==> src/rtl/uc4b_pkg.sv <==
// Shared widths for the uc4b free-running counter.
package uc4b_pkg;

   localparam int unsigned UC4B_WIDTH = 5;

   // All-ones terminal count for a given width, safe at the 32-bit limit.
   function automatic int unsigned uc4b_full_scale(input int unsigned width);
      return (width >= 32) ? 32'hFFFF_FFFF : ((32'd1 << width) - 32'd1);
   endfunction

endpackage

==> src/rtl/uc4b.sv <==
// Free-running up counter, wraps to 0 after MAX_VAL; async active-high reset.
module uc4b
   import uc4b_pkg::*;
#(
   parameter int unsigned WIDTH   = UC4B_WIDTH,
   parameter int unsigned MAX_VAL = uc4b_full_scale(WIDTH)
) (
   input  logic             clk,
   input  logic             rst,
   output logic [WIDTH-1:0] cnt
);

   localparam logic [WIDTH-1:0] TERM = WIDTH'(MAX_VAL);

   logic [WIDTH-1:0] cnt_q;
   logic [WIDTH-1:0] cnt_d;

   assign cnt_d = (cnt_q == TERM) ? '0 : cnt_q + WIDTH'(1);

   // NOTE: state registers use non-blocking assignment so every flop samples pre-edge values.
   always_ff @(posedge clk or posedge rst) begin
      if (rst) cnt_q <= '0;
      else     cnt_q <= cnt_d;
   end

   assign cnt = cnt_q;

   if (WIDTH < 1) begin : g_bad_width
      $error("uc4b: WIDTH must be at least 1");
   end
   if (MAX_VAL < 1 || MAX_VAL > uc4b_full_scale(WIDTH)) begin : g_bad_max
      $error("uc4b: MAX_VAL must lie in 1 .. 2**WIDTH-1");
   end

endmodule

==> config.mk <==
export PLATFORM = sky130hd
export DESIGN_NAME = uc4b
export DESIGN_NICKNAME = d
export VERILOG_FILES = /design/src/rtl/uc4b_pkg.sv /design/src/rtl/uc4b.sv
export SDC_FILE = /design/constraint.sdc
export NUM_CORES = 1
export LEC_CHECK = 0
export CORE_AREA = 10 10 47 49
export DETAILED_ROUTE_END_ITERATION = 8
export DIE_AREA = 0 0 57 59
export SETUP_SLACK_MARGIN = 0.02
export SLEW_MARGIN = 20
export SYNTH_ARGS = -nofsm -noshare
export SYNTH_HDL_FRONTEND = slang
export SYNTH_SLANG_ARGS = --single-unit
==> constraint.sdc <==
create_clock -name clk -period 3 [get_ports clk]
set_input_delay 0.3 -clock clk [delete_from_list [all_inputs] [get_ports clk]]
set_output_delay 0.3 -clock clk [all_outputs]
set_load 0.01 [all_outputs]
==> impl_metrics.ini <==
[outcome]
status = completed

[timing]
finalHoldViolCount = 0
period_minus_slack_ns = 1.50
tns_ns = 0
period_share_pct = 50.1
drv_slew = 0
rsz0062_at_grt = false
fin_skew_ns = 0.00383
fmax_mhz = 665
max_slew_margin_pct = 86.9
fin_ws_ns = 1.50
finalSetupViolCount = 0
max_slew.worst_pin.slew_ns = 0.196

[critical_path]
cp.required_ns = 2.70
setup.worst_path.class = reg -> out
path_max_fanout = 4
path_buf_inv = 1
cp-start-kind = flop
crit_chain = clkdlybuf4s50_1
cpMaxStageDelayCell = clkdlybuf4s50_1
path_delay_family = buffers and inverters
end_kind = primary output
cp.arrival_ns = 1.20
worst_path_largest_cell_delay_ns = 0.56

[synthesis]
ys_top_cells_by_area = dfrtp_1 (59%), ha_1 (12%), mux2_4 (7.1%)
synth-edff-count = 0
synthCells = 16
ys_seq_area_share_pct = 58.8
synth_cell_type_count = 9
yosysTopAreaCellShare_pct = 58.8
syn_area_per_cell_sq_um = 13.3
netlist_top_cells_count = dfrtp_1 (5), nor2_1 (3), ha_1 (2)
yosysWarnings = 0
synth.ff_latch_count = 5
yosysMostFrequentCell = dfrtp_1
yosysTopAreaCell = dfrtp_1
synthArstFlopShare_pct = 100
synth_nets = 20
ys.flop_type = dfrtp_1
synthesis.area_sq_um = 213

[worst_hold_path]
hold_path.class = in -> async

[power]
pwr-share-clk_pct = 52.5
p_int_mw = 0.119
peakVddDrop_mv = 0.0969
powerDensity_nw_per_um2 = 463
power_frac_seq_pct = 45.8
power_leakage_nw = 0.146
power_frac_comb_pct = 1.8
swShare_pct = 19.4
p_sw_mw = 0.0287
p_total_mw = 0.148

[placed_design]
place_ws_ns = 1.60
port_buffers = 6
post-dp-hpwl_microns = 382
globalplace.congestion = 0.650

[clocking]
cts_buffer_depth = 2
cts_tree = built
cts_hold_buffers = 0
cts_buffers = 3
clk_pin_slew_ns = 0.04
cts-root-buf = clkbuf_4
cts.sinks = 5
h-tree-depth = 1
post_cts_buffers = 0
cts.repair.resized = 0
clock_latency_ns = 0.24

[die]
row_count = 14
die_w_microns = 57
ios = 7
start_util_pct = 15.2
die_area_sq_um = 3360
fp.coreArea_sq_um = 1400
die_height_microns = 59

[global_route]
grt_util_all_layers_pct = 3.29
grt_pass1_wl_microns = 759
antenna_found_initial = 0
grt_max_degree = 6
grt-ovfl-total = 0
grt_pass1_vias = 172

[route]
viasPerCell = 3.55
num_vias = 149
drt_iter0_markers = 1
wl_per_cell_microns = 10.8
drtAntennaViolNets = 0
dr.pass1.iters = 4
routed_wl_microns = 455
drcViolationCount = 0

[flow_run]
max_cap_viol_count = 0

[final_layout]
area_growth_pct = 50.0
diodes = 0
largest_reg_flops = 5
fillCellCount = 160
final_net_count = 31
final_layout_size_suffix_gt1_share_pct = 23.1
fin_util_pct = 22.8
-- kinds of logic (layout without fill, tap and decap cells) --
logic type    after synthesis  count (layout)  share of synthesized area, %
xor+xnor                    1               1                          4.12
fa+ha+maj                   2               2                          11.8
buf+inv                     1              11                          1.76
flops                       5               5                          58.8
mux                         1               1                          7.06
simple gates                6               6                          16.5
-- worst paths after layout --
kind                                       start  cells after the start                to  slack, ns
max in group asynchronous                    rst                      2  cnt[3]$_DFF_PP0_       2.57
worst min-delay path                         rst                      2  cnt[4]$_DFF_PP0_       0.26
min in group clk                cnt[0]$_DFF_PP0_                      1  cnt[0]$_DFF_PP0_       0.49
worst max-delay path            cnt[2]$_DFF_PP0_                      1            cnt[2]       1.50
worst min register to register  cnt[0]$_DFF_PP0_                      1  cnt[0]$_DFF_PP0_       0.49
worst max register to register  cnt[0]$_DFF_PP0_                      5  cnt[3]$_DFF_PP0_       1.60
-- stage by stage --
stage | hold slack (ns) | cell area, sq um | cells
5_1_grt | 0.269 | 319 | 42
3_5_place_dp | 0.486 | 293 | 38
2_1_floorplan | 0.0785 | 213 | 16
3_3_place_gp | 0.480 | 293 | 38
6_report | 0.255 | 319 | 42
4_1_cts | 0.254 | 319 | 42
-- layout by cell type (no fill, tap or decap) --
cell type and n:
nand3_2 1, clkbuf_1 1, nor2_1 3, ha_1 2
clkdlybuf4s50_1 6, nor2b_1 1, clkbuf_4 3, inv_1 1
and3_2 1, mux2_4 1, xnor2_1 1, dfrtp_1 5
-- cell type report --
type / count / area [sq um] / share of cell area (%)
tap: 16 / 20.0 / 6.27
inverter: 1 / 3.75 / 1.18
sequential: 5 / 125 / 39.2
multi-input combinational: 10 / 83.8 / 26.3
timing repair buffer: 6 / 60.1 / 18.8
clock buffer: 4 / 26.3 / 8.24
-- layer usage --
metal | share of wire (%) | vias to the layer above | track usage, % | routed length [microns]
met4 | 0 | 0 | 4.03 | 0
met5 | 0 | - | 0 | 0
li1 | - | 71 | - | -
met3 | 12 | 0 | 3.00 | 56
met1 | 51 | 71 | 2.99 | 233
met2 | 36 | 7 | 3.88 | 165
-- power by group through the flow --
stage | sequential, mW | combinational [mW] | clock, mW
2_1_floorplan | 0.0687 | 0.00110 | 0
3_3_place_gp | 0.0687 | 0.00275 | 0
3_5_place_dp | 0.0687 | 0.00277 | 0
4_1_cts | 0.0676 | 0.00277 | 0.0825
5_1_grt | 0.0675 | 0.00308 | 0.0899
6_report | 0.0677 | 0.00261 | 0.0776
-- worst register-to-register path: cells and delay by family, from the launching register on --
kind / cells / cell delay [ns]
adders and majority gates: 2 / 0.40
DFF: 1 / 0.39
muxes: 1 / 0.25
and+or+nand+nor: 2 / 0.24
(Power assumes the default switching activity.)
